`src/rtl/uart_tx_fifo.sv`:
```
// UART transmitter fed by a FIFO. A word sent into an idle, empty FIFO puts its start bit on tx one clk_en tick later.
// Back-to-back frames are sent with no gap. A send while full is dropped and pulses overflow.
module uart_tx_fifo #(
  parameter int DATA_BITS  = 8,
  parameter int PARITY     = 0,
  parameter int STOP_BITS  = 1,
  parameter int FIFO_DEPTH = 4
) (
  input  logic                                 clk,
  input  logic                                 rst_n,
  input  logic                                 clk_en,
  input  logic                                 send,
  input  logic [DATA_BITS-1:0]                 dout,
  output logic                                 tx,
  output logic                                 busy,
  output logic                                 full,
  output logic [$clog2(FIFO_DEPTH+1)-1:0]      count,
  output logic                                 overflow
);

  localparam int CW = $clog2(FIFO_DEPTH + 1);
  localparam int PW = $clog2(FIFO_DEPTH);
  localparam int BW = $clog2(DATA_BITS);
  localparam logic [CW-1:0] DEPTH_C   = CW'(FIFO_DEPTH);
  localparam logic [BW-1:0] LAST_BIT  = BW'(DATA_BITS - 1);
  localparam logic          LAST_STOP = (STOP_BITS == 2);

  typedef enum logic [2:0] {S_IDLE, S_START, S_DATA, S_PAR, S_STOP} state_t;

  state_t                 state_q, state_d;
  logic [DATA_BITS-1:0]   mem_q [FIFO_DEPTH];
  logic [PW-1:0]          wr_ptr_q, wr_ptr_d, rd_ptr_q, rd_ptr_d;
  logic [CW-1:0]          count_q, count_d;
  logic [DATA_BITS-1:0]   shreg_q, shreg_d;
  logic                   par_q, par_d;
  logic [BW-1:0]          bit_q, bit_d;
  logic                   stop_q, stop_d;
  logic                   tx_q, tx_d;
  logic                   busy_q, busy_d;
  logic                   ovf_q, ovf_d;
  logic                   push, pop;
  logic [DATA_BITS-1:0]   head;

  // full is judged before any pop in the same cycle
  assign push = send && (count_q != DEPTH_C);
  assign head = mem_q[rd_ptr_q];

  always_comb begin
    state_d = state_q;
    shreg_d = shreg_q;
    par_d   = par_q;
    bit_d   = bit_q;
    stop_d  = stop_q;
    tx_d    = tx_q;
    pop     = 1'b0;
    if (clk_en) begin
      case (state_q)
        S_IDLE: begin
          tx_d = 1'b1;
          if (count_q != '0) begin
            pop     = 1'b1;
            shreg_d = head;
            par_d   = (PARITY == 1) ? ~^head : ^head;
            tx_d    = 1'b0;
            state_d = S_START;
          end
        end
        S_START: begin
          tx_d    = shreg_q[0];
          bit_d   = '0;
          state_d = S_DATA;
        end
        S_DATA: begin
          if (bit_q == LAST_BIT) begin
            stop_d = 1'b0;
            if (PARITY != 0) begin
              tx_d    = par_q;
              state_d = S_PAR;
            end else begin
              tx_d    = 1'b1;
              state_d = S_STOP;
            end
          end else begin
            shreg_d = shreg_q >> 1;
            tx_d    = shreg_q[1];
            bit_d   = bit_q + BW'(1);
          end
        end
        S_PAR: begin
          tx_d    = 1'b1;
          stop_d  = 1'b0;
          state_d = S_STOP;
        end
        S_STOP: begin
          if (stop_q == LAST_STOP) begin
            // next word chains straight into its start bit
            if (count_q != '0) begin
              pop     = 1'b1;
              shreg_d = head;
              par_d   = (PARITY == 1) ? ~^head : ^head;
              tx_d    = 1'b0;
              state_d = S_START;
            end else begin
              tx_d    = 1'b1;
              state_d = S_IDLE;
            end
          end else begin
            stop_d = 1'b1;
          end
        end
        default: begin
          tx_d    = 1'b1;
          state_d = S_IDLE;
        end
      endcase
    end
  end

  always_comb begin
    wr_ptr_d = push ? wr_ptr_q + PW'(1) : wr_ptr_q;
    rd_ptr_d = pop  ? rd_ptr_q + PW'(1) : rd_ptr_q;
    case ({push, pop})
      2'b10:   count_d = count_q + CW'(1);
      2'b01:   count_d = count_q - CW'(1);
      default: count_d = count_q;
    endcase
    busy_d = (state_d != S_IDLE) || (count_d != '0);
    ovf_d  = send && (count_q == DEPTH_C);
  end

  always_ff @(posedge clk or negedge rst_n) begin
    if (!rst_n) begin
      state_q  <= S_IDLE;
      wr_ptr_q <= '0;
      rd_ptr_q <= '0;
      count_q  <= '0;
      shreg_q  <= '0;
      par_q    <= 1'b0;
      bit_q    <= '0;
      stop_q   <= 1'b0;
      tx_q     <= 1'b1;
      busy_q   <= 1'b0;
      ovf_q    <= 1'b0;
    end else begin
      state_q  <= state_d;
      wr_ptr_q <= wr_ptr_d;
      rd_ptr_q <= rd_ptr_d;
      count_q  <= count_d;
      shreg_q  <= shreg_d;
      par_q    <= par_d;
      bit_q    <= bit_d;
      stop_q   <= stop_d;
      tx_q     <= tx_d;
      busy_q   <= busy_d;
      ovf_q    <= ovf_d;
    end
  end

  always_ff @(posedge clk) begin
    if (push) mem_q[wr_ptr_q] <= dout;
  end

  assign tx       = tx_q;
  assign busy     = busy_q;
  assign full     = (count_q == DEPTH_C);
  assign count    = count_q;
  assign overflow = ovf_q;

endmodule
```
`config.mk`:
```
export PLATFORM = sky130hd
export DESIGN_NAME = uart_tx_fifo
export DESIGN_NICKNAME = d
export VERILOG_FILES = /design/src/rtl/uart_tx_fifo.sv
export SDC_FILE = /design/constraint.sdc
export NUM_CORES = 1
export LEC_CHECK = 0
export CAP_MARGIN = 20
export CORE_ASPECT_RATIO = 0.7
export CORE_MARGIN = 4
export CORE_UTILIZATION = 42
export CTS_CLUSTER_DIAMETER = 30
export DETAILED_ROUTE_END_ITERATION = 10
export PLACE_DENSITY = 0.69
export REMOVE_ABC_BUFFERS = 1
export SKIP_LAST_GASP = 1
export SLEW_MARGIN = 30
export SYNTH_ARGS = -nofsm -noshare
export SYNTH_HDL_FRONTEND = slang
export SYNTH_SLANG_ARGS = --single-unit
```
`constraint.sdc`:
```
create_clock -name clk -period 3.6 [get_ports clk]
set_input_delay 0.54 -clock clk [delete_from_list [all_inputs] [get_ports clk]]
set_output_delay 0.54 -clock clk [all_outputs]
set_load 0.02 [all_outputs]
```
== Word level (Yosys, flattened, before mapping) ==
Memories as Yosys holds them, arrays and structs flattened.
Cells that the tools add are included.

* Shift-type cells: 0
* Div/mod/pow operators: 0
* Reductions and logical operators: 14
* $lt $le $gt $ge: 0
* Equality and inequality tests: 12
* Muxes and demuxes: 26
* Add/subtract/negate cells: 5
* Multipliers: 0
* Bitwise operators: 0

{| class="wikitable"
|+ Operators with widths
! cell !! count
|-
| 8-bit 2-to-1 mux || 3
|-
| 8-bit case mux with 3 select lines || 1
|-
| 3-bit 2-to-1 mux || 5
|-
| 3-bit case mux with 5 select lines || 1
|-
| 3-bit nonzero test || 5
|-
| 3-bit case mux with 2 select lines || 2
|-
| 1-bit 2-to-1 mux || 11
|-
| 3-bit equality test (second input constant) || 3
|-
| 3-bit by 1-bit adder with 3-bit output (second input constant) || 2
|-
| 3-bit by 2-bit equality test with 1-bit output (second input constant) || 2
|-
| 2-bit != test (second input constant) || 3
|-
| 3-bit AND reduction || 2
|-
| 2-bit by 1-bit adder with 2-bit output (second input constant) || 2
|-
| 1-bit case mux with 4 select lines || 1
|-
| 4-bit AND reduction || 1
|-
| 3-bit by 1-bit equality test with 1-bit output (second input constant) || 1
|-
| 3-bit zero test || 1
|-
| 3-bit != test (second input constant) || 1
|-
| 1-bit case mux with 3 select lines || 1
|-
| 3-bit by 1-bit subtractor with 3-bit output (second input constant) || 1
|-
| 2-bit by 1-bit equality test with 1-bit output (second input constant) || 1
|-
| 2-bit equality test (second input constant) || 1
|-
| 1-bit logical AND || 2
|-
| 1-bit case mux with 2 select lines || 1
|-
| other kinds (3) || 3
|}

* Bits in writable memories: 32
* Bits of input ports: 12
* Bits in latches: 0
* Logic and storage cells: 68
* Flip-flop bits (word level): 25
* Output and inout bits: 7
* ROM bits: 0
* Memories kept: 1

{| class="wikitable"
|+ Memories
! memory !! words !! width !! rd ports !! clocked after Yosys merged registers in !! wr ports !! line !! source
|-
| mem_q || 4 || 8 || 1 || 0 || 1 || 31 || <nowiki>logic [DATA_BITS-1:0] mem_q [FIFO_DEPTH];</nowiki>
|}

== Longest topological paths before layout ==
* Depth in word-level cells: 9
* Gate-level depth with buffers: 11
* Depth with buffers taken out: 11

== Worst setup path before layout ==
No wires, ideal clock.

* Kind: reg2reg
* Start: register count_q[0], in the netlist count[0]
* End: register busy_q, in the netlist busy
* Arrival time: 2630 ps
* Setup time: 138 ps
* Data required time: 3462 ps
* Setup slack: 831 ps
* Period minus slack after synthesis: 2769 ps
* Path buffers: 1
* Cell stages (with the launch flop): 11
* Cells stage by stage: dfrtp_1 -> nor3_1 -> or3_1 -> buf_2 -> inv_2 -> ha_1 -> inv_1 -> fa_1 -> mux2i_1 -> or3_1 -> or4_1

* Word-level cells in the longest chain between the ends: 9
* Elaborated cells between the ends (all ways): 20
* Those cells by class: 2 x add/sub; 3 x eq/ne; 10 x mux; 5 x reduce/logical

{| class="wikitable"
|+ RTL lines
! what !! line !! source
|-
| from (decl) || 33 || <nowiki>logic [CW-1:0] count_q, count_d;</nowiki>
|-
| from (signal assigned) || 148 || <nowiki>count_q <= count_d;</nowiki>
|-
| 3-bit nonzero test * || 60, 97 ||
|-
| 1-bit 2-to-1 mux * || 60, 97 ||
|-
| 1-bit 2-to-1 mux || 95 || <nowiki>if (stop_q == LAST_STOP) begin</nowiki>
|-
| 1-bit case mux with 2 select lines * || 57 || <nowiki>case (state_q)</nowiki>
|-
| 1-bit 2-to-1 mux * || 56 || <nowiki>if (clk_en) begin</nowiki>
|-
| named net pop || 41 || <nowiki>logic push, pop;</nowiki>
|-
| 2-bit by 1-bit equality test with 1-bit output or 2-bit equality test (tied branches) || 122 || <nowiki>case ({push, pop})</nowiki>
|-
| 3-bit case mux with 2 select lines * || 122 ||
|-
| named net count_d[1] || 33 ||
|-
| 3-bit nonzero test * || 127 || <nowiki>busy_d = (state_d != S_IDLE) || (count_d != '0);</nowiki>
|-
| 1-bit logical OR * || 127 ||
|-
| named net busy_d || 39 || <nowiki>logic busy_q, busy_d;</nowiki>
|-
| to (signal assigned) || 154 || <nowiki>busy_q <= busy_d;</nowiki>
|-
| to (decl) || 39 ||
|}

Mark *: on every way through the listed nets, which the timed path passes. The rest lies on a longest branch.
A chain may end at the register's enable or synchronous reset.

== Worst setup path in the final report ==
* Start: input clk_en
* End: register busy_q, in the netlist busy

* Word-level cells in the longest chain between the ends: 5
* Elaborated cells between the ends (all ways): 8
* Those cells by class: 2 x eq/ne; 3 x mux; 3 x reduce/logical

{| class="wikitable"
|+ RTL lines
! what !! line !! source
|-
| from (decl) || 11 || <nowiki>input logic clk_en,</nowiki>
|-
| 1-bit 2-to-1 mux * || 56 ||
|-
| named net pop || 41 ||
|-
| 2-bit by 1-bit equality test with 1-bit output or 2-bit equality test (tied branches) || 122 ||
|-
| 3-bit case mux with 2 select lines * || 122 ||
|-
| named net count_d[1] || 33 ||
|-
| 3-bit nonzero test * || 127 ||
|-
| 1-bit logical OR * || 127 ||
|-
| named net busy_d || 39 ||
|}

Marks and branches as above.

==> flow_summary.json <==
{
  "cts_tree": "built",
  "fillers": 453,
  "cts_hold_buf": 0,
  "vias_per_cell": 5.288,
  "rsz0062_at_grt": "no",
  "cp.arrival_ns": 3.06,
  "cts_sinks": 56,
  "hold_viol": 0,
  "worstSkewPairLatency_ns": 0.31,
  "drtIter0Drc": 76,
  "yosys_warnings": 0,
  "synth_xor_area_frac": 0.02197,
  "yosysUniqueCellTypes": 38,
  "dp_hpwl_um": 2944,
  "crit_family": "simple AND/OR/NAND/NOR gates",
  "drt-total-wl_um": 4204,
  "grt_pass1_vias": 1378,
  "synth_compound_area_frac": 0.05805,
  "max_stage_delay_ns": 0.51,
  "p_per_area_nw_per_um2": 819.7,
  "tightest_slew_ns": 0.6129,
  "dr.pass1.iters": 5,
  "ant_nets": 0,
  "seq_area_frac_synth": 0.6532,
  "numPortBuffers": 18,
  "cp_max_fo": 2,
  "grt_use_total": 0.1342,
  "io_pins": 19,
  "end_kind": "register",
  "setup.worst_path.start": "clk_en",
  "area_growth_pct": 14.54,
  "fp.coreArea_um2": 5368,
  "yosys.area_share.simple": 0.09310,
  "slew_violations": 0,
  "crit_chain": "clkdlybuf4s50_1, nand2b_2, or3_1, inv_2, ha_1, inv_1, fa_1, mux2i_1, or3_1, or4_1",
  "antenna_found_initial": 0,
  "finalSetupTns_ns": 0,
  "drc": 0,
  "finalCritPeriodShare": 0.7975,
  "cp-start-kind": "primary input",
  "setup-violations-final": 0,
  "layout-drive-gt1-share": 0.1514,
  "worstHoldPathType": "primary input to async pin",
  "htree_levels": 2,
  "slowest_stage": "clkdlybuf4s50_1",
  "fin_util": 0.5105,
  "num-nets-final": 204,
  "finalClockSkew_ns": 0.005663,
  "row_count": 22,
  "synth_top_family_by_area": "simple AND/OR/NAND/NOR gates",
  "diodes": 0,
  "cap_violations": 0,
  "wl_per_cell_um": 16.36,
  "async_reset_ff_frac": 0.4286,
  "clock_path_buffers": 2,
  "cts-resized-gates": 0,
  "overflow": 0,
  "dieWidth_um": 98.21,
  "synthesis.area_um2": 2392,
  "cts_buffers": 5,
  "r2r-start": "state_q[0]",
  "die_y_um": 71.15,
  "cpMostUsedCell": "or3_1",
  "synthFlopType": "edfxtp_1",
  "cts-root-buf": "clkbuf_8",
  "cp.buffers_inverters": 3,
  "ir_drop_uv": 281.5,
  "syn_area_per_cell_um2": 14.68,
  "leakage_uw": 0.001051,
  "fmax_ghz": 0.3483,
  "clk_pin_slew_ns": 0.10,
  "relSlewSlack": 0.5892,
  "cts_setup_buffers": 0,
  "gp_congestion": 0.7768,
  "status": "finished clean",
  "synth_mux_area_frac": 0.09310,
  "grt_pass1_wl_um": 7182,
  "synth_edf_count": 32,
  "start_util": 0.4457,
  "min_period_ns": 2.871,
  "vias": 1359,
  "ys_seq_elements": 56,
  "die-area_um2": 6987,
  "critPathRequiredTime_ns": 3.78,
  "syn_inst": 163,
  "criticalPathCategory": "primary input to register",
  "synth_fa_ha_area_frac": 0.04498,
  "grt_max_degree": 25
}
## cell usage in the layout, fill, tap and decap left out, types with 4 or more instances in the layout
| master | synthesis | routed |
|---|---|---|
| inv_1 | 9 | 9 |
| ha_1 | 7 | 7 |
| and3_1 | 5 | 5 |
| edfxtp_1 | 32 | 32 |
| clkbuf_8 | 1 | 5 |
| o22ai_1 | 6 | 6 |
| mux4_2 | 8 | 8 |
| xnor2_1 | 4 | 4 |
| nor2_1 | 22 | 22 |
| clkdlybuf4s50_1 | 0 | 17 |
| dfrtp_1 | 23 | 23 |
## power by group
group / internal (uW) / switching, uW / total, uW / leakage (uW)
logic: 386 / 371 / 757 / 0.000425
registers: 891 / 194 / 1080 / 0.000571
clock network: 206 / 198 / 404 / 0.0000541
total: 1480 / 764 / 2250 / 0.00105
## per-stage QoR
stage	total power, uW	hold slack, ns	setup slack [ns]	cell area (um^2)	instances
floorplan	1594	0.2444	0.8002	2349	157
global placement	1825	0.4934	0.4250	2634	249
detailed placement	1869	0.5036	0.3856	2629	249
CTS	2273	0.2153	0.7264	2740	257
global route	2427	0.2253	0.6112	2740	257
finish	2246	0.2037	0.7290	2740	257
## cells in the mapped netlist, types with 3 or more instances
cell | count | area (um^2)
o21ai_0 | 3 | 15.01
nand2_1 | 3 | 11.26
edfxtp_1 | 32 | 960.9
mux4_2 | 8 | 180.2
nor2_1 | 22 | 82.58
or3_1 | 3 | 18.77
xnor2_1 | 4 | 35.03
o22ai_1 | 6 | 37.54
nor4_1 | 3 | 18.77
inv_1 | 9 | 33.78
and3_1 | 5 | 31.28
a22o_1 | 3 | 26.28
dfrtp_1 | 23 | 575.6
ha_1 | 7 | 87.58
## state kept, by name, indices dropped and copies added, names as in the netlist
name and count:
shreg_q 8, state_q 3, bit_q 3, count 3, wr_ptr_q 2, overflow 1
busy 1, rd_ptr_q 2, mem_q 32, tx 1
## final timing paths
| path | slack [ns] | end | depth (start not counted) |
|---|---|---|---|
| setup / recovery | 0.73 | busy | 10 |
| hold / removal | 0.20 | shreg_q[2] | 1 |
| setup reg to reg | 0.79 | busy | 9 |
| hold reg to reg | 0.54 | tx | 2 |
| max in group asynchronous | 3.03 | tx | 1 |
| min in group clk | 0.54 | tx | 2 |
## cell families after synthesis
group / count (synthesis)
flip-flops: 56
AND/OR/NAND/NOR: 45
AO/OA/AOI/OAI: 19
buffers and inverters: 17
multiplexers: 12
adder cells (fa/ha/maj): 8
XOR/XNOR: 6
## layer usage
layer	share of wire	GRT usage	vias to the layer above
met5	0	0	-
met4	0.0086	0.05455	0
met3	0.043	0.03842	4
met2	0.48	0.2157	25
met1	0.46	0.1733	693
li1	-	-	637
## cell type report
type	instances	area (um^2)	share of cell area
clock buffers	5	68.82	0.02511
clock inverters	3	42.54	0.01553
multi-input cells	90	744.5	0.2717
inverters	11	41.29	0.01507
repair buffers	20	190.2	0.06941
flip-flops and latches	56	1563	0.5703
well taps	72	90.09	0.03288
No activity file was read; power rests on OpenSTA's default activity.
